`src/rtl/reset_requester_pkg.sv`:
```
// reset_requester_pkg
//   Shared types for the reset requester: FSM state encoding and the
//   request-cause codes reported on io_cause.
package reset_requester_pkg;

   typedef enum logic [1:0] {
      ST_RUN     = 2'd0,
      ST_HALTED  = 2'd1,
      ST_REQUEST = 2'd2
   } state_e;

   typedef enum logic [1:0] {
      CAUSE_NONE   = 2'b00,
      CAUSE_BUTTON = 2'b01,
      CAUSE_WDT    = 2'b10
   } cause_e;

   // io_reset_req pulse length counter; covers HOLD_CYCLES up to 255
   localparam int HOLD_CNT_BITS = 8;

endpackage

```
`src/rtl/reset_requester_if.sv`:
```
// reset_requester_if
//   Groups the core-facing signals of the reset requester.
//   master : core / board side, drives button, terminate, kick, wdt enable
//   slave  : reset_requester, drives reset request, halted flag and cause
interface reset_requester_if;
   import reset_requester_pkg::*;

   logic       io_button_n;
   logic       io_terminate;
   logic       io_kick;
   logic       io_wdt_enable;
   logic       io_reset_req;
   logic       io_halted;
   logic [1:0] io_cause;

   modport master (
      output io_button_n,
      output io_terminate,
      output io_kick,
      output io_wdt_enable,
      input  io_reset_req,
      input  io_halted,
      input  io_cause
   );

   modport slave (
      input  io_button_n,
      input  io_terminate,
      input  io_kick,
      input  io_wdt_enable,
      output io_reset_req,
      output io_halted,
      output io_cause
   );

endinterface

```
`src/rtl/button_debounce.sv`:
```
// button_debounce
//   Two-flop synchronizer followed by a debouncer for an active-low push
//   button. The debounced level only flips after the synchronized input has
//   differed from it for 2^DEBOUNCE_BITS consecutive cycles; any return to
//   the current debounced level clears the counter. A one-cycle press pulse
//   is emitted when the debounced level falls, so a held button yields one
//   event and a new event needs a debounced release first.
//   Ports:
//     clock     in   system clock
//     reset     in   synchronous active-high reset
//     button_n  in   raw asynchronous button, active-low
//     press     out  registered single-cycle press event
module button_debounce
   import reset_requester_pkg::*;
#(
   parameter int DEBOUNCE_BITS = 16
) (
   input  logic clock,
   input  logic reset,
   input  logic button_n,
   output logic press
);

   localparam logic [DEBOUNCE_BITS-1:0] CNT_TC  = '1;
   localparam logic [DEBOUNCE_BITS-1:0] CNT_ONE = 1;

   logic                     sync1_q, sync1_d;
   logic                     sync2_q, sync2_d;
   logic                     level_q, level_d;
   logic [DEBOUNCE_BITS-1:0] cnt_q,   cnt_d;
   logic                     press_q, press_d;

   always_comb begin
      sync1_d = button_n;
      sync2_d = sync1_q;
      level_d = level_q;
      cnt_d   = '0;
      press_d = 1'b0;
      if (sync2_q != level_q) begin
         // cnt_q == CNT_TC marks the 2^DEBOUNCE_BITS-th differing cycle
         if (cnt_q == CNT_TC) begin
            level_d = sync2_q;
            press_d = ~sync2_q;
         end else begin
            cnt_d = cnt_q + CNT_ONE;
         end
      end
   end

   always_ff @(posedge clock) begin
      if (reset) begin
         sync1_q <= 1'b1;
         sync2_q <= 1'b1;
         level_q <= 1'b1;
         cnt_q   <= '0;
         press_q <= 1'b0;
      end else begin
         sync1_q <= sync1_d;
         sync2_q <= sync2_d;
         level_q <= level_d;
         cnt_q   <= cnt_d;
         press_q <= press_d;
      end
   end

   assign press = press_q;

endmodule

```
`src/rtl/reset_requester.sv`:
```
// reset_requester
//   Raises a fixed-length reset request towards the reset stretcher on a
//   debounced button press or a watchdog timeout, and parks the core in a
//   halted state after it signals termination. Its own reset must come from
//   the PLL-lock-qualified top-level reset, never from io_reset_req.
//   Ports:
//     clock   in   system clock
//     reset   in   synchronous active-high reset
//     bus     slave modport of reset_requester_if
//               io_button_n, io_terminate, io_kick, io_wdt_enable  (in)
//               io_reset_req, io_halted, io_cause                  (out)
//
//   state      | meaning
//   -----------+-----------------------------------------------------------
//   ST_RUN     | core running; watchdog counts down while enabled
//   ST_HALTED  | core terminated and parked; only a button press leaves
//   ST_REQUEST | io_reset_req high for HOLD_CYCLES cycles, events ignored
module reset_requester
   import reset_requester_pkg::*;
#(
   parameter int DEBOUNCE_BITS = 16,
   parameter int WDT_BITS      = 24,
   parameter int HOLD_CYCLES   = 16
) (
   input  logic              clock,
   input  logic              reset,
   reset_requester_if.slave  bus
);

   localparam logic [WDT_BITS-1:0]      WDT_RELOAD = '1;
   localparam logic [WDT_BITS-1:0]      WDT_ONE    = 1;
   localparam logic [HOLD_CNT_BITS-1:0] HOLD_LOAD  = HOLD_CNT_BITS'(HOLD_CYCLES - 1);
   localparam logic [HOLD_CNT_BITS-1:0] HOLD_ONE   = 1;

   state_e                   state_q,     state_d;
   logic [WDT_BITS-1:0]      wdt_q,       wdt_d;
   logic [HOLD_CNT_BITS-1:0] hold_q,      hold_d;
   logic                     reset_req_q, reset_req_d;
   logic                     halted_q,    halted_d;
   cause_e                   cause_q,     cause_d;

   logic press_evt;
   logic wdt_expire;

   button_debounce #(
      .DEBOUNCE_BITS (DEBOUNCE_BITS)
   ) u_debounce (
      .clock    (clock),
      .reset    (reset),
      .button_n (bus.io_button_n),
      .press    (press_evt)
   );

   // Expiry looks only at the count, so a kick in the same cycle cannot
   // rescue it.
   assign wdt_expire = bus.io_wdt_enable && (wdt_q == '0);

   always_comb begin
      state_d = state_q;
      wdt_d   = WDT_RELOAD;
      hold_d  = hold_q;
      cause_d = cause_q;

      unique case (state_q)
         ST_RUN: begin
            if (press_evt) begin
               state_d = ST_REQUEST;
               hold_d  = HOLD_LOAD;
               cause_d = CAUSE_BUTTON;
            end else if (wdt_expire) begin
               state_d = ST_REQUEST;
               hold_d  = HOLD_LOAD;
               cause_d = CAUSE_WDT;
            end else if (bus.io_terminate) begin
               state_d = ST_HALTED;
            end else if (bus.io_wdt_enable && !bus.io_kick) begin
               wdt_d = wdt_q - WDT_ONE;
            end
         end

         ST_HALTED: begin
            if (press_evt) begin
               state_d = ST_REQUEST;
               hold_d  = HOLD_LOAD;
               cause_d = CAUSE_BUTTON;
            end
         end

         ST_REQUEST: begin
            // hold_q counts remaining pulse cycles after the current one
            if (hold_q == '0) begin
               state_d = ST_RUN;
            end else begin
               hold_d = hold_q - HOLD_ONE;
            end
         end

         default: begin
            state_d = ST_RUN;
         end
      endcase

      // Outputs follow the next state so they are plain flops
      reset_req_d = (state_d == ST_REQUEST);
      halted_d    = (state_d == ST_HALTED);
   end

   always_ff @(posedge clock) begin
      if (reset) begin
         state_q     <= ST_RUN;
         wdt_q       <= WDT_RELOAD;
         hold_q      <= '0;
         reset_req_q <= 1'b0;
         halted_q    <= 1'b0;
         cause_q     <= CAUSE_NONE;
      end else begin
         state_q     <= state_d;
         wdt_q       <= wdt_d;
         hold_q      <= hold_d;
         reset_req_q <= reset_req_d;
         halted_q    <= halted_d;
         cause_q     <= cause_d;
      end
   end

   assign bus.io_reset_req = reset_req_q;
   assign bus.io_halted    = halted_q;
   assign bus.io_cause     = cause_q;

endmodule

```
`src/flat_wrapper.sv`:
```
// flat-port wrapper written by rule: the top's interface ports become plain ports
module reset_requester_flat import reset_requester_pkg::*;
#(
   parameter int DEBOUNCE_BITS = 16,
   parameter int WDT_BITS      = 24,
   parameter int HOLD_CYCLES   = 16
)
  (clock, reset, bus_io_button_n, bus_io_terminate, bus_io_kick, bus_io_wdt_enable, bus_io_reset_req, bus_io_halted, bus_io_cause);
  reset_requester_if bus_i ();
  input  logic clock;
  input  logic reset;
  input wire logic [$bits(bus_i.io_button_n)-1:0] bus_io_button_n;
  input wire logic [$bits(bus_i.io_terminate)-1:0] bus_io_terminate;
  input wire logic [$bits(bus_i.io_kick)-1:0] bus_io_kick;
  input wire logic [$bits(bus_i.io_wdt_enable)-1:0] bus_io_wdt_enable;
  output wire logic [$bits(bus_i.io_reset_req)-1:0] bus_io_reset_req;
  output wire logic [$bits(bus_i.io_halted)-1:0] bus_io_halted;
  output wire logic [$bits(bus_i.io_cause)-1:0] bus_io_cause;
  assign bus_i.io_button_n = bus_io_button_n;
  assign bus_i.io_terminate = bus_io_terminate;
  assign bus_i.io_kick = bus_io_kick;
  assign bus_i.io_wdt_enable = bus_io_wdt_enable;
  assign bus_io_reset_req = bus_i.io_reset_req;
  assign bus_io_halted = bus_i.io_halted;
  assign bus_io_cause = bus_i.io_cause;
  reset_requester #(.DEBOUNCE_BITS(DEBOUNCE_BITS), .WDT_BITS(WDT_BITS), .HOLD_CYCLES(HOLD_CYCLES)) u_core (.clock(clock), .reset(reset), .bus(bus_i));
endmodule
```
`config.mk`:
```
export PLATFORM = sky130hd
export DESIGN_NAME = reset_requester_flat
export DESIGN_NICKNAME = d
export VERILOG_FILES = /design/src/rtl/reset_requester_pkg.sv /design/src/rtl/reset_requester_if.sv /design/src/rtl/button_debounce.sv /design/src/rtl/reset_requester.sv /design/src/flat_wrapper.sv
export SDC_FILE = /design/constraint.sdc
export NUM_CORES = 1
export LEC_CHECK = 0
export ABC_AREA = 1
export CORE_UTILIZATION = 52
export CTS_CLUSTER_DIAMETER = 30
export DETAILED_ROUTE_END_ITERATION = 7
export PLACE_DENSITY = 0.77
export SETUP_SLACK_MARGIN = 0.3
export SLEW_MARGIN = 40
export SYNTH_ARGS = -nofsm -noshare
export SYNTH_HDL_FRONTEND = slang
export SYNTH_HIERARCHICAL = 1
export SYNTH_SLANG_ARGS = --single-unit
```
`constraint.sdc`:
```
create_clock -name clock -period 2.55 [get_ports clock]
set_input_delay 0.3825 -clock clock [delete_from_list [all_inputs] [get_ports clock]]
set_output_delay 0.3825 -clock clock [all_outputs]
set_load 0.01 [all_outputs]
```
### After elaboration in Yosys (flattened, before gate mapping)

Index checks and enable logic that the tools add are counted.

| storage, ports and cells | value |
|---|---|
| logic and storage cells | 57 |
| bits in registers | 58 |
| output and inout port bits | 4 |
| bits of input ports | 6 |

| cells by class | value |
|---|---|
| muxes and demuxes | 15 |
| equality and inequality tests | 9 |
| bitwise gates (word level) | 5 |
| reductions and logical operators | 14 |
| add/sub/neg operators | 3 |

Operator list:

| kind | number |
|---|---|
| 8-bit two-way mux | 4 |
| 24-bit logical NOT | 1 |
| 8-bit case mux with 3 select lines | 1 |
| 24-bit by 1-bit subtractor with 24-bit output, second input constant | 1 |
| 16-bit by 1-bit adder with 16-bit output, second input constant | 1 |
| 16-bit equality test, second input constant | 1 |
| 2-bit two-way mux | 8 |
| 8-bit logical NOT | 1 |
| 8-bit by 1-bit subtractor with 8-bit output, second input constant | 1 |
| 2-bit case mux with 3 select lines | 1 |
| 3-bit OR reduction | 2 |
| 6-bit OR reduction | 1 |
| 1-bit inverter | 5 |
| 2-bit by 1-bit equality test with 1-bit output, second input constant | 2 |
| 2-bit equality test, second input constant | 2 |
| 2-bit inequality test, second input constant | 2 |
| 2-bit case mux with 2 select lines | 1 |
| 4-bit AND reduction | 1 |
| 3-bit by 2-bit inequality test with 1-bit output, second input constant | 1 |
| 3-bit AND reduction | 1 |
| 3-bit nonzero test | 1 |
| 1-bit logical AND | 2 |
| 2-bit logical NOT | 1 |
| 2-bit AND reduction | 1 |
| other kinds (3) | 3 |

### Logic depth before layout (Yosys ltp)

| logic depth | value |
|---|---|
| word-level depth | 6 |
| depth in mapped cells | 12 |
| depth with buffers taken out | 12 |

### Cells and area by module

The synthesis kept the hierarchy.

Modules (own cells, without submodules):

| module | area an instance (µm²) | sequential area each (µm²) | cells each | times used |
|---|---|---|---|---|
| reset_requester | 2214.6 | 760.7 | 284 | 1 |
| button_debounce | 954.7 | 400.4 | 135 | 1 |

### Worst setup path before layout

OpenSTA, ideal clock, no wires.

| timing | value |
|---|---|
| kind | reg2reg |
| start point | register u_core.wdt_q[0] |
| end point | register u_core.wdt_q[22] |
| path buffers | 1 |
| library setup time | 0.120 ns |
| path slack | 1.095 ns |
| cell stages (with the launch flop) | 12 |
| period minus slack after synthesis | 1.455 ns |
| required time | 2.430 ns |
| arrival time | 1.335 ns |
| cells stage by stage | dfxtp_1 > inv_1 > ha_1 > nand2_1 > nor2_2 > nand2_4 > nor2_4 > nand2_4 > nand2_8 > nor2_8 > buf_12 > nand3_2 |

| between the ends | value |
|---|---|
| longest elaborated chain between the ends | 3 |
| elaborated cells between the ends (all ways) | 4 |
| those cells by class | add/sub (1); reduce/logical (3) |

RTL lines:

| what | line | text |
|---|---|---|
| start: declaration | reset_requester.sv:36 | `logic [WDT_BITS-1:0] wdt_q, wdt_d;` |
| start signal: assignment | reset_requester.sv:118 | `wdt_q <= wdt_d;` |
| branches (longest 3 deep; another with 24-bit by 1-bit subtractor with 24-bit output) | n/a |  |

Several ways; the timed one is not identified.
A chain may end at the register's enable or synchronous reset.

### Final worst setup path

| timing | value |
|---|---|
| start point | register u_core.wdt_q[0] |
| end point | register u_core.wdt_q[13] |

Same word-level chain as after synthesis.

==> flow_summary_export.csv <==
group,metric,value,unit
grt,grt_use_total,19.8,%
routing,num_vias,2549,
cts,tritoncts,"built",
synth,synthDistinctLibCells,36,
sta,setup_viol,0,
synth,syn_area,0.00317,mm²
cts,cts_resized,0,
routing,drcViolationCount,0,
sta,max_slew.worst_pin.slew,0.474,ns
sta,min_period,1.80,ns
final_layout,synthToLayoutAreaGrowth,10.9,%
placement,hpwl,4160,µm
synth,yosysWarningCount,6,
placement,routabilityCongestion,0.828,
hold_path,hold_class,"flip-flop to flip-flop",
final_layout,nNetsFinal,447,
outcome,outcome,"complete, no violations",
setup_path,crit_path_max_fanout,24,
final_layout,final_common_cell,"nand2_1",
setup_path,r2r_cells,10,
setup_path,reg2reg_from,"u_core/wdt_q[0]",
final_layout,antenna_cells,0,
hold_path,min-delay-start,"u_core/u_debounce/sync1_q",
grt,antenna_found_initial,0,
job,drv_cap,0,
routing,drt_iter0_drc,84,
die,io_pins,10,
setup_path,r2r_end,"u_core/wdt_q[13]",
sta,drv_slew,0,
setup_path,required,2.73,ns
die,die_h,80.1,µm
sta,hold_viol_final,0,
synth,synth_fp_nets,429,
die,die-width,80.1,µm
setup_path,arrival,1.99,ns
cts,clk_pin_slew_worst_paths,0.06,ns
cts,postCtsSetupBuffers,0,
hold_path,hold_end,"u_core/u_debounce/sync2_q",
sta,slew_headroom,68.4,%
setup_path,start_kind,"flip-flop",
cts,clock_sinks,58,
grt,grt_overflow,0,
power_and_ir_drop,p_leak,1.51,nW
setup_path,worstSetupEndpointType,"flip-flop",
grt,grt_max_degree,25,
grt,grt_pass1_vias,2396,
die,die_area,0.00641,mm²
setup_path,critPathKind,"flip-flop to flip-flop",
final_layout,drive_gt1_share,21.7,%
power_and_ir_drop,peakVddDrop,334,µV
power_and_ir_drop,p_per_area,581,mW/mm²
cts,clockBufferDepth,2,
routing,viasPerCell,4.93,
synth,seq_area_frac_synth,36.6,%
grt,grt_pass1_wl,9890,µm
synth,synth-async-reset-ratio,0,%
placement,place_inst,501,
final_layout,final_cell_mix,"nand2_1, nor2_1, dfxtp_1",
sta,max_freq,554,MHz
cts,numCtsBuffers,9,
sta,rsz0062_at_grt,"false",
hold_path,min_path_cells,1,
cts,htree_levels,3,
routing,dr.pass1.iters,5,
cts,postCtsHoldBufs,0,
sta,whs,0.411,ns
cts,cts_root_buf,"clkbuf_8",
die,core_area,0.00589,mm²
cts,clock_latency,0.33,ns
synth,synth-edff-count,0,
setup_path,r2r_slack,0.75,ns
synth,syn_inst,419,
routing,ant_nets,0,
die,num_rows,28,
synth,syn_area_per_cell,7.56,µm²
routing,wl_per_cell,11.0,µm
final_layout,final_cells,517,
synth,synthFlopType,"dfxtp_1",
routing,routed_wl,5710,µm
synth,ys_ff_latch,58,
sta,clock_skew,0.0121,ns
power_and_ir_drop,power,2.04,mW
die,initial_core_util,53.8,%
placement,port_buffers,9,
sta,fin_setup_tns,0,ns
sta,finalCritPeriodShare,70.8,%
==> state kept, by name (all words and copies together), names as in the netlist <==
| name | flops |
|---|---|
| u_core/wdt_q | 24 |
| u_core/u_debounce/cnt_q | 16 |
| u_core/hold_q | 8 |
| u_core/bus.io_cause | 2 |
| u_core/state_q | 2 |
| u_core/bus.io_halted | 1 |
| u_core/bus.io_reset_req | 1 |
| u_core/u_debounce/level_q | 1 |
| u_core/u_debounce/press | 1 |
| u_core/u_debounce/sync1_q | 1 |
| u_core/u_debounce/sync2_q | 1 |
==> how the worst max path moves through the flow <==
| stage | startpoint | end | slack [ns] | cells past startpoint |
|---|---|---|---|---|
| detailed placement | bus_io_wdt_enable | u_core/wdt_q[13] | 0.54 | 9 |
| global route | u_core/wdt_q[0] | u_core/wdt_q[13] | 0.58 | 10 |
| CTS | u_core/wdt_q[0] | u_core/wdt_q[13] | 0.72 | 10 |
| global placement | bus_io_wdt_enable | u_core/wdt_q[5] | 0.57 | 9 |
| finish | u_core/wdt_q[0] | u_core/wdt_q[13] | 0.75 | 10 |
| floorplan | u_core/wdt_q[0] | u_core/wdt_q[22] | 1.09 | 11 |
==> worst max-delay path: stages, from the launching register on <==
cell	delay [ns]
dfxtp_1	0.39
inv_1	0.09
ha_1	0.21
nand2_1	0.09
nor2_2	0.06
nand2_4	0.07
nor2_4	0.04
nand2_4	0.08
nand2_8	0.09
nor2_8	0.40
o21ai_0	0.15
==> cells by family after synthesis <==
kind of cell    after synthesis  synth area share (%)
simple gates                256                  44.5
buf+inv                      62                  8.49
flops                        58                  36.6
compound gates               24                  4.62
xor+xnor                     15                  4.15
fa+ha+maj                     4                  1.58
==> routing by layer <==
layer / part of all wire [%] / vias up / GRT usage (%)
met2: 48 / 30 / 33.4
met3: 2.4 / 8 / 5.11
met1: 48 / 1169 / 23.4
met4: 1.6 / 0 / 9.29
met5: 0 / - / 0
li1: - / 1342 / -
==> synth_stat cells, types with 2 or more instances <==
master     n  area (µm²)
nand2_4    5        56.3
or2_1      2        12.5
xor2_1     9        78.8
inv_1     51         191
nand3_1   24         120
nor3_1     3        15.0
nor2_4    10         113
nand2_1   78         293
nand2_2   21         131
nor2_2    15        93.8
a21oi_1   12        60.1
o21ai_0    5        25.0
nor2_1    60         225
nand3_2   15         150
nand2_8    2        40.0
or2_2      2        12.5
dfxtp_1   58        1160
nand4_1   11        68.8
ha_1       4        50.1
inv_2      6        22.5
nand3b_1   5        37.5
a31oi_1    2        12.5
xnor2_1    6        52.6
==> cell type report <==
class | count | area (µm²)
fill | 528 | 2370
clock buffer | 14 | 163
clock inverter | 2 | 35.0
sequential | 58 | 1160
tap | 75 | 93.8
multi-input combinational | 299 | 1740
inverter | 58 | 218
timing repair buffer | 11 | 105
==> power by group <==
group          total, mW  internal, mW  leakage (nW)  switching (mW)
Clock              0.849         0.505         0.101           0.344
Sequential         0.952         0.932         0.471          0.0194
Combinational      0.240        0.0898         0.939           0.150
Total               2.04          1.53          1.51           0.514
==> stage by stage <==
stage	util (%)	cell area (µm²)	setup slack (ns)
6_report	59.7	3510	0.746
5_1_grt	59.7	3510	0.583
4_1_cts	59.7	3510	0.724
3_5_place_dp	56.4	3320	0.542
3_3_place_gp	56.4	3320	0.571
2_1_floorplan	-	3170	1.09
Power figures use the tool's default switching activity.
